**src/rtl/regfile_mp_pkg.sv**
```systemverilog
// Shared constants, the address-width helper and the busy-vector type for regfile_mp.
package regfile_pkg;

  localparam int unsigned NREGS_DEF   = 32;
  localparam int unsigned SP_IDX_DEF  = 2;
  localparam logic [31:0] SP_INIT_DEF = 32'h7fff_fffc;

  // Busy vector for the default register count; parametrised modules size their own.
  typedef logic [NREGS_DEF-1:0] busy_vec_t;

  function automatic int unsigned aw_f(input int unsigned nregs);
    return unsigned'($clog2(nregs));
  endfunction

endpackage

```
**src/rtl/regfile_mp_if.sv**
```systemverilog
// Read, write and issue/scoreboard bundle of the multi-port register file.
interface regfile_mp_if
  import regfile_pkg::*;
#(
  parameter int unsigned DWIDTH = 32,
  parameter int unsigned NREGS  = 32,
  parameter int unsigned NRD    = 2,
  parameter int unsigned NWR    = 1
);
  localparam int unsigned AW = aw_f(NREGS);

  logic [NRD-1:0][AW-1:0]     rd_addr_i;
  logic [NRD-1:0][DWIDTH-1:0] rd_data_o;
  logic [NRD-1:0]             rd_busy_o;
  logic [NWR-1:0]             wr_en_i;
  logic [NWR-1:0][AW-1:0]     wr_addr_i;
  logic [NWR-1:0][DWIDTH-1:0] wr_data_i;
  logic                       iss_valid_i;
  logic [AW-1:0]              iss_rd_i;
  logic                       flush_i;
  logic [AW:0]                busy_cnt_o;

  modport master (
    output rd_addr_i, wr_en_i, wr_addr_i, wr_data_i, iss_valid_i, iss_rd_i, flush_i,
    input  rd_data_o, rd_busy_o, busy_cnt_o
  );

  modport slave (
    input  rd_addr_i, wr_en_i, wr_addr_i, wr_data_i, iss_valid_i, iss_rd_i, flush_i,
    output rd_data_o, rd_busy_o, busy_cnt_o
  );

endinterface

```
**src/rtl/regfile_mp_scoreboard.sv**
```systemverilog
// Busy scoreboard: one bit per register with flush > issue > writeback priority,
// plus a registered popcount of the post-edge busy vector.
module reg_scoreboard
  import regfile_pkg::*;
#(
  parameter int unsigned NREGS = 32,
  parameter int unsigned AW    = aw_f(NREGS)
) (
  input  logic             clk,
  input  logic             rst,
  input  logic             iss_valid_i,
  input  logic [AW-1:0]    iss_rd_i,
  input  logic             flush_i,
  input  logic [NREGS-1:0] wr_vec_i,
  output logic [NREGS-1:0] busy_o,
  output logic [AW:0]      busy_cnt_o
);

  logic [NREGS-1:0] busy_q, busy_d;
  logic [AW:0]      cnt_q, cnt_d;

  // A new producer supersedes a writeback to the same register in the same cycle.
  always_comb begin
    busy_d = busy_q;
    for (int r = 0; r < NREGS; r++) begin
      if (flush_i) begin
        busy_d[r] = 1'b0;
      end else if (iss_valid_i && (iss_rd_i == AW'(r))) begin
        busy_d[r] = 1'b1;
      end else if (wr_vec_i[r]) begin
        busy_d[r] = 1'b0;
      end
    end
    busy_d[0] = 1'b0;
  end

  // Counting busy_d keeps the count aligned with the bits it describes.
  always_comb begin
    cnt_d = '0;
    for (int r = 0; r < NREGS; r++) begin
      cnt_d = cnt_d + (AW+1)'(busy_d[r]);
    end
  end

  always_ff @(posedge clk) begin
    if (!rst) begin
      busy_q <= '0;
      cnt_q  <= '0;
    end else begin
      busy_q <= busy_d;
      cnt_q  <= cnt_d;
    end
  end

  assign busy_o     = busy_q;
  assign busy_cnt_o = cnt_q;

endmodule

```
**src/rtl/regfile_mp.sv**
```systemverilog
// Multi-port integer register file with optional write-to-read bypass and busy scoreboard.
module regfile_mp
  import regfile_pkg::*;
#(
  parameter int unsigned DWIDTH  = 32,
  parameter int unsigned NREGS   = 32,
  parameter int unsigned NRD     = 2,
  parameter int unsigned NWR     = 1,
  parameter int unsigned BYPASS  = 1,
  parameter int unsigned SP_IDX  = SP_IDX_DEF,
  parameter logic [31:0] SP_INIT = SP_INIT_DEF
) (
  input  logic        clk,
  input  logic        rst,
  regfile_mp_if.slave bus
);

  localparam int unsigned AW = aw_f(NREGS);
  localparam logic [DWIDTH-1:0] SP_RST = DWIDTH'(SP_INIT);

  logic [DWIDTH-1:0]          regs_q [NREGS];
  logic [DWIDTH-1:0]          regs_d [NREGS];
  logic [NREGS-1:0]           wr_vec;
  logic [NREGS-1:0]           busy_vec;
  logic [NRD-1:0][DWIDTH-1:0] rd_data;
  logic [NRD-1:0]             rd_busy;

  // Ports are visited in ascending order so the highest-numbered port wins a collision.
  always_comb begin
    regs_d = regs_q;
    wr_vec = '0;
    for (int p = 0; p < NWR; p++) begin
      if (bus.wr_en_i[p] && (bus.wr_addr_i[p] != '0)) begin
        regs_d[bus.wr_addr_i[p]] = bus.wr_data_i[p];
        wr_vec[bus.wr_addr_i[p]] = 1'b1;
      end
    end
    regs_d[0] = '0;
  end

  for (genvar gi = 0; gi < NREGS; gi++) begin : g_reg
    always_ff @(posedge clk) begin
      if (!rst) begin
        regs_q[gi] <= ((gi == SP_IDX) && (gi != 0)) ? SP_RST : '0;
      end else begin
        regs_q[gi] <= regs_d[gi];
      end
    end
  end

  always_comb begin
    for (int rp = 0; rp < NRD; rp++) begin
      rd_data[rp] = regs_q[bus.rd_addr_i[rp]];
      if ((BYPASS != 0) && (bus.rd_addr_i[rp] != '0)) begin
        for (int p = 0; p < NWR; p++) begin
          if (bus.wr_en_i[p] && (bus.wr_addr_i[p] == bus.rd_addr_i[rp])) begin
            rd_data[rp] = bus.wr_data_i[p];
          end
        end
      end
    end
  end

  for (genvar gi = 0; gi < NRD; gi++) begin : g_busy
    assign rd_busy[gi] = busy_vec[bus.rd_addr_i[gi]];
  end

  assign bus.rd_data_o = rd_data;
  assign bus.rd_busy_o = rd_busy;

  reg_scoreboard #(
    .NREGS (NREGS),
    .AW    (AW)
  ) u_scoreboard (
    .clk         (clk),
    .rst         (rst),
    .iss_valid_i (bus.iss_valid_i),
    .iss_rd_i    (bus.iss_rd_i),
    .flush_i     (bus.flush_i),
    .wr_vec_i    (wr_vec),
    .busy_o      (busy_vec),
    .busy_cnt_o  (bus.busy_cnt_o)
  );

endmodule

```
**src/flat_wrapper.sv**
```systemverilog
// flat-port wrapper written by rule: the top's interface ports become plain ports
module regfile_mp_flat import regfile_pkg::*;
#(
  parameter int unsigned DWIDTH  = 32,
  parameter int unsigned NREGS   = 32,
  parameter int unsigned NRD     = 2,
  parameter int unsigned NWR     = 1,
  parameter int unsigned BYPASS  = 1,
  parameter int unsigned SP_IDX  = SP_IDX_DEF,
  parameter logic [31:0] SP_INIT = SP_INIT_DEF
)
  (clk, rst, bus_rd_addr_i, bus_wr_en_i, bus_wr_addr_i, bus_wr_data_i, bus_iss_valid_i, bus_iss_rd_i, bus_flush_i, bus_rd_data_o, bus_rd_busy_o, bus_busy_cnt_o);
  regfile_mp_if #(.DWIDTH(DWIDTH), .NREGS(NREGS), .NRD(NRD), .NWR(NWR)) bus_i ();
  input  logic clk;
  input  logic rst;
  input wire logic [$bits(bus_i.rd_addr_i)-1:0] bus_rd_addr_i;
  input wire logic [$bits(bus_i.wr_en_i)-1:0] bus_wr_en_i;
  input wire logic [$bits(bus_i.wr_addr_i)-1:0] bus_wr_addr_i;
  input wire logic [$bits(bus_i.wr_data_i)-1:0] bus_wr_data_i;
  input wire logic [$bits(bus_i.iss_valid_i)-1:0] bus_iss_valid_i;
  input wire logic [$bits(bus_i.iss_rd_i)-1:0] bus_iss_rd_i;
  input wire logic [$bits(bus_i.flush_i)-1:0] bus_flush_i;
  output wire logic [$bits(bus_i.rd_data_o)-1:0] bus_rd_data_o;
  output wire logic [$bits(bus_i.rd_busy_o)-1:0] bus_rd_busy_o;
  output wire logic [$bits(bus_i.busy_cnt_o)-1:0] bus_busy_cnt_o;
  assign bus_i.rd_addr_i = bus_rd_addr_i;
  assign bus_i.wr_en_i = bus_wr_en_i;
  assign bus_i.wr_addr_i = bus_wr_addr_i;
  assign bus_i.wr_data_i = bus_wr_data_i;
  assign bus_i.iss_valid_i = bus_iss_valid_i;
  assign bus_i.iss_rd_i = bus_iss_rd_i;
  assign bus_i.flush_i = bus_flush_i;
  assign bus_rd_data_o = bus_i.rd_data_o;
  assign bus_rd_busy_o = bus_i.rd_busy_o;
  assign bus_busy_cnt_o = bus_i.busy_cnt_o;
  regfile_mp #(.DWIDTH(DWIDTH), .NREGS(NREGS), .NRD(NRD), .NWR(NWR), .BYPASS(BYPASS), .SP_IDX(SP_IDX), .SP_INIT(SP_INIT)) u_core (.clk(clk), .rst(rst), .bus(bus_i));
endmodule
```
**config.mk**
```make
export PLATFORM = sky130hd
export DESIGN_NAME = regfile_mp_flat
export DESIGN_NICKNAME = d
export VERILOG_FILES = /design/src/rtl/regfile_mp_pkg.sv /design/src/rtl/regfile_mp_if.sv /design/src/rtl/regfile_mp_scoreboard.sv /design/src/rtl/regfile_mp.sv /design/src/flat_wrapper.sv
export SDC_FILE = /design/constraint.sdc
export NUM_CORES = 2
export LEC_CHECK = 0
export CAP_MARGIN = 25
export CORE_ASPECT_RATIO = 0.7
export CORE_UTILIZATION = 23
export DETAILED_ROUTE_END_ITERATION = 16
export GPL_ROUTABILITY_DRIVEN = 0
export PLACE_DENSITY_LB_ADDON = 0.05
export SYNTH_ARGS = -nofsm -noshare
export SYNTH_HDL_FRONTEND = slang
export SYNTH_HIERARCHICAL = 1
export SYNTH_SLANG_ARGS = --single-unit
```
**constraint.sdc**
```tcl
create_clock -name clk -period 6.6 [get_ports clk]
set_input_delay 1.32 -clock clk [delete_from_list [all_inputs] [get_ports clk]]
set_output_delay 1.32 -clock clk [all_outputs]
set_load 0.005 [all_outputs]
```
# Yosys cells after proc, flatten, opt, wreduce, memory -nomap -nowiden
# Cells that the tools add are included.
[totals]
word_cells = 260
regBits = 1030
[classes]
addsub = 30
n_eq_ne = 33
bitwise = 3
n_reduce_logical = 39
n_mux = 113
n_lt_le_gt_ge = 8
[ops]
columns = ["cell", "count"]
rows = [
  ["bitwise mux 1024 bit", 1],
  ["binary-select mux 32 bit (select 5 bit)", 2],
  ["two-way mux 32 bit", 10],
  ["demux 32 bit (select 5 bit)", 1],
  ["adder 6 x 1 -> 6 bit", 25],
  ["two-way mux 1 bit", 96],
  ["== test 5 bit, second input constant", 16],
  ["== test 5 x 4 -> 1 bit, second input constant", 8],
  ["logical AND 1 bit", 36],
  ["== test 5 x 3 -> 1 bit, second input constant", 4],
  ["greater-or-equal comparator 6 bit, second input constant", 3],
  ["less-than comparator 5 x 6 -> 1 bit, second input constant", 3],
  ["inverter 5 -> 6 bit", 3],
  ["nonzero test 5 bit", 3],
  ["binary-select mux 1 bit (select 5 bit)", 2],
  ["== test 5 x 2 -> 1 bit, second input constant", 2],
  ["== test 5 bit", 2],
  ["adder 5 x 1 -> 6 bit", 1],
  ["less-than comparator 6 x 1 -> 1 bit, second input constant", 1],
  ["adder 4 x 1 -> 5 bit", 1],
  ["demux 1 bit (select 5 bit)", 1],
  ["== test 5 x 1 -> 1 bit, second input constant", 1],
  ["greater-or-equal comparator 5 x 1 -> 1 bit, second input constant", 1],
  ["adder 3 x 1 -> 4 bit", 1],
  ["2 further kinds", 2],
]

# Longest topological paths before layout
[depth]
word_depth = 38
ltp_mapped = 24
mapped_depth_nobuf = 22

# Modules after synthesis
# Netlist, hierarchy kept.
[by_module_without_submodules]
columns = ["mod", "instances", "area_each_um2", "cells_each"]
rows = [
  ["regfile_mp", 1, 54428.5, 6184],
  ["reg_scoreboard", 1, 2321.0, 254],
]

# Worst setup path before layout
# Ideal clock, no wire load.
[synth_path]
path_type = "input to register"
startpoint = "in bus_wr_addr_i[4]"
endpoint = "reg u_core.u_scoreboard.cnt_q[4] (netlist: u_core/u_scoreboard/busy_cnt_o[4])"
stages = 22
setup_ns = 0.072
arrival_time_ns = 6.982
setup_slack_ns = -0.453
path_buffers = 2
cell_sequence = "clkbuf_1 > and3b_1 > nand2_1 > inv_1 > buf_1 > nor2b_1 > a21oi_1 > or2_1 > fa_1 > inv_1 > fa_1 > inv_1 > fa_1 > fa_1 > fa_1 > inv_1 > fa_1 > fa_1 > fa_1 > a21o_1 > a21oi_1 > mux2i_1"
[synth_via]
elab_cells_between_ends = 131
classes_between = "add/sub (30); order compare (2); mux (96); reduce/logical (3)"
[synth_rtl]
columns = ["item", "line_no", "source"]
rows = [
  ["start, declared", "flat_wrapper.sv:18", "input wire logic [$bits(bus_i.wr_addr_i)-1:0] bus_wr_addr_i;"],
  ["less-than comparator 5 x 6 -> 1 bit (implied by the code) / greater-or-equal comparator 5 x 1 -> 1 bit (equally long branches)", "regfile_mp.sv:35", "wr_vec[bus.wr_addr_i[p]] = 1'b1;"],
  ["logical AND 1 bit (implied by the code)", "regfile_mp.sv:35", ""],
  ["two-way mux 1 bit (implied by the code)", "regfile_mp.sv:35", ""],
  ["demux 1 bit (select 5 bit)", "-", ""],
  ["two-way mux 32 bit *", "regfile_mp.sv:33", "if (bus.wr_en_i[p] && (bus.wr_addr_i[p] != '0)) begin"],
  ["named net u_core.wr_vec[14]", "regfile_mp.sv:23", "logic [NREGS-1:0] wr_vec;"],
  ["two-way mux 1 bit *", "regfile_mp_scoreboard.sv:30", "end else if (wr_vec_i[r]) begin"],
  ["two-way mux 1 bit *", "regfile_mp_scoreboard.sv:28", "end else if (iss_valid_i && (iss_rd_i == AW'(r))) begin"],
  ["two-way mux 1 bit *", "regfile_mp_scoreboard.sv:26", "if (flush_i) begin"],
  ["adder 6 x 1 -> 6 bit * (18 in a row)", "regfile_mp_scoreboard.sv:41", "cnt_d = cnt_d + (AW+1)'(busy_d[r]);"],
  ["end signal, assigned", "regfile_mp_scoreboard.sv:51", "cnt_q <= cnt_d;"],
  ["end, declared", "regfile_mp_scoreboard.sv:20", "logic [AW:0] cnt_q, cnt_d;"],
]
# Mark *: on every way through the listed nets, which the timed path passes. The rest lies on a longest branch.
# A chain may end at the register's enable or synchronous reset.

# Worst setup path in the final report
[layout_path]
startpoint = "in bus_iss_rd_i[2]"
endpoint = "reg u_core.u_scoreboard.cnt_q[4] (netlist: u_core/u_scoreboard/busy_cnt_o[4])"
[layout_via]
elab_chain_len = 34
elab_cells_between_ends = 154
classes_between = "add/sub (30); eq/ne (31); mux (62); reduce/logical (31)"
[layout_rtl]
columns = ["item", "line_no", "source"]
rows = [
  ["start, declared", "flat_wrapper.sv:21", "input wire logic [$bits(bus_i.iss_rd_i)-1:0] bus_iss_rd_i;"],
  ["== test 5 x 1 -> 1 bit / == test 5 x 2 -> 1 bit (equally long branches)", "regfile_mp_scoreboard.sv:28", ""],
  ["logical AND 1 bit", "regfile_mp_scoreboard.sv:28", ""],
  ["two-way mux 1 bit", "regfile_mp_scoreboard.sv:28", ""],
  ["two-way mux 1 bit", "regfile_mp_scoreboard.sv:26", ""],
  ["adder 1 x 1 -> 2 bit", "regfile_mp_scoreboard.sv:41", ""],
  ["adder 2 x 1 -> 3 bit", "regfile_mp_scoreboard.sv:41", ""],
  ["adder 3 x 1 -> 4 bit", "regfile_mp_scoreboard.sv:41", ""],
  ["adder 4 x 1 -> 5 bit", "regfile_mp_scoreboard.sv:41", ""],
  ["adder 5 x 1 -> 6 bit", "regfile_mp_scoreboard.sv:41", ""],
  ["adder 6 x 1 -> 6 bit (24 in a row)", "regfile_mp_scoreboard.sv:41", ""],
  ["adder 6 x 1 -> 6 bit *", "regfile_mp_scoreboard.sv:41", ""],
]
# Every way passes the cells marked *; elsewhere a longest branch is shown, timed or not.

==> results.json <==
{
  "grt_max_degree": 206,
  "pin_count": 129,
  "drive_gt1_frac": 0.1741,
  "stdcell_count": 9716,
  "grt_pass1_vias": 48820,
  "power_density_nw_per_um2": 237.8,
  "htree_levels": 4,
  "place_area_um2": 62410,
  "p_leak_nw": 22.47,
  "core_area_um2": 245100,
  "post-route-cell-area_um2": 67020,
  "place_hpwl_um": 195700,
  "crit_required_ps": 7310,
  "critPathMaxFanout": 8,
  "fill_cells": 25780,
  "rows": 152,
  "routedWlPerCell_um": 34.31,
  "avgSynthCellArea_um2": 8.816,
  "p_clk_frac": 0.488,
  "synthesis.nets": 6524,
  "first_pass_iters": 6,
  "crit_type": "input pin to flop",
  "post-route-period-util": 0.9657,
  "ant_nets": 0,
  "clock_path_buffers": 4,
  "vias_per_cell": 5.283,
  "vdd_drop_max_uv": 132.9,
  "cts.reportedPaths.clkPinSlew_ps": 60,
  "cts_root_buffer": "clkbuf_16",
  "grt_remaining_overflow": 0,
  "worstHoldStart": "u_core/regs_q[622]",
  "drtIter0Drc": 5184,
  "tightestPinTransition_ps": 1313,
  "fin_skew_ps": 21.30,
  "hold_viol_final": 0,
  "timing.rr.start": "u_core/u_scoreboard/busy_o[14]",
  "rsz0062_at_grt": "false",
  "cts_sinks": 1029,
  "nets": 6465,
  "grt_pass1_wl_um": 451200,
  "whs_ps": 468.3,
  "p_sw_mw": 4.476,
  "cts_hold_buf": 0,
  "vias": 51330,
  "ff2ff_setup_slack_ps": 1090,
  "setup_viol": 0,
  "p_sw_frac": 0.2809,
  "totalWireLength_um": 333300,
  "max_freq_mhz": 156.9,
  "syn_area_um2": 56750,
  "drc": 0,
  "startpoint": "bus_iss_rd_i[2]",
  "min_path_type": "flop to flop",
  "start_kind": "input pin",
  "placedCellCount": 9464,
  "synth_warnings": 6,
  "die_x_um": 595.7,
  "p_seq_frac": 0.395,
  "cts_made_buffers": 139,
  "port_buffers": 128,
  "reg2reg_to": "u_core/u_scoreboard/busy_cnt_o[4]",
  "cp-endpoint": "u_core/u_scoreboard/busy_cnt_o[4]",
  "worst_ep_arrival_time_ps": 7090,
  "die_h_um": 417.6,
  "final_max_slew_viol_count": 0,
  "start_util": 0.2315,
  "r2r_cells": 17,
  "status": "completed",
  "grtUsageTotal": 0.2610,
  "clk_latency_ps": 810,
  "finalPower_mw": 15.94,
  "timing.slew.headroom": 0.1243,
  "cts_tree": "done",
  "area_growth_pct": 18.11,
  "antenna_found_initial": 41,
  "drv_cap": 0,
  "combPwrFrac": 0.117,
  "syn_inst": 6437,
  "intPower_mw": 11.46,
  "dieArea_um2": 248700,
  "layout_min_cycle_time_ps": 6374,
  "worst_setup_path_end_kind": "flop",
  "setup_tns_ps": 0
}
## sequential cells by signal (all words and copies together) (netlist names)
signal	flops
u_core/regs_q	992
u_core/u_scoreboard/busy_cnt_o	6
u_core/u_scoreboard/busy_o	31
## worst min-delay path by stage
stage,to,slack (ps),cells after the start
after floorplan,u_core/regs_q[615],440,2
after global placement,u_core/regs_q[112],460,2
after detailed placement,u_core/regs_q[230],460,2
after CTS,u_core/regs_q[230],470,2
after global routing,u_core/regs_q[104],480,2
final,u_core/regs_q[622],470,2
## power by group through the flow
stage          clock [mW]  sequential (mW)  combinational [mW]
2_1_floorplan           0             6.42               0.923
3_3_place_gp            0             6.43                1.86
3_5_place_dp            0             6.43                1.86
4_1_cts              7.95             6.29                1.86
5_1_grt              8.19             6.30                1.93
6_report             7.77             6.30                1.87
## through the flow
stage                       util  setup slack (ps)
after floorplan                -            -120.6
after global placement    0.2546            -837.5
after detailed placement  0.2546            -886.9
after CTS                 0.2728             21.60
after global routing      0.2733             4.215
final                     0.2734             226.2
## timing repair
action                                  CTS  global route
buffers inserted                          1             6
gates resized for setup                   5            28
endpoints found under the setup margin    1             2
pin swaps                                 0            14
endpoints found under the hold margin     0             0
## final cells by class
class	instances	area, um^2	area share
multi-input combinational	4657	33230	0.4959
sequential	1029	20600	0.3074
timing repair buffer	479	4403	0.06569
clock buffer	216	4223	0.06301
tap	3234	4046	0.06037
inverter	72	272.8	0.004070
clock inverter	14	205.2	0.003062
antenna	15	37.54	0.0005601
## layer usage
metal / GRT usage / share of wire
met1: 0.3821 / 0.48
met2: 0.3975 / 0.43
met3: 0.04136 / 0.064
met4: 0.06248 / 0.025
met5: 0 / 0
## critical path, stage by stage
cell and delay [ps]:
clkdlybuf4s50_1 500, buf_4 190, and4bb_2 330, a21oi_2 90
or2_1 230, fa_1 520, fa_1 540, fa_1 440
fa_1 540, fa_1 510, inv_1 60, fa_1 500
fa_2 400, fa_2 370, a21o_1 190, a21oi_2 140
mux2i_1 220
## placed cells by master, fill, tap and decap left out, types with 39 or more instances in the layout
cell / count
clkdlybuf4s50_1: 106
a21boi_0: 925
mux2_2: 115
clkbuf_16: 143
a221oi_1: 86
dfxtp_1: 1029
inv_1: 39
nand2_1: 2025
a21boi_1: 39
o22ai_1: 44
o21ai_0: 68
a22oi_1: 46
a221o_1: 75
mux2i_1: 241
nor2_1: 105
buf_4: 315
nand3_1: 40
mux4_2: 339
a21oi_1: 103
No activity file was read; power rests on OpenSTA's default activity.
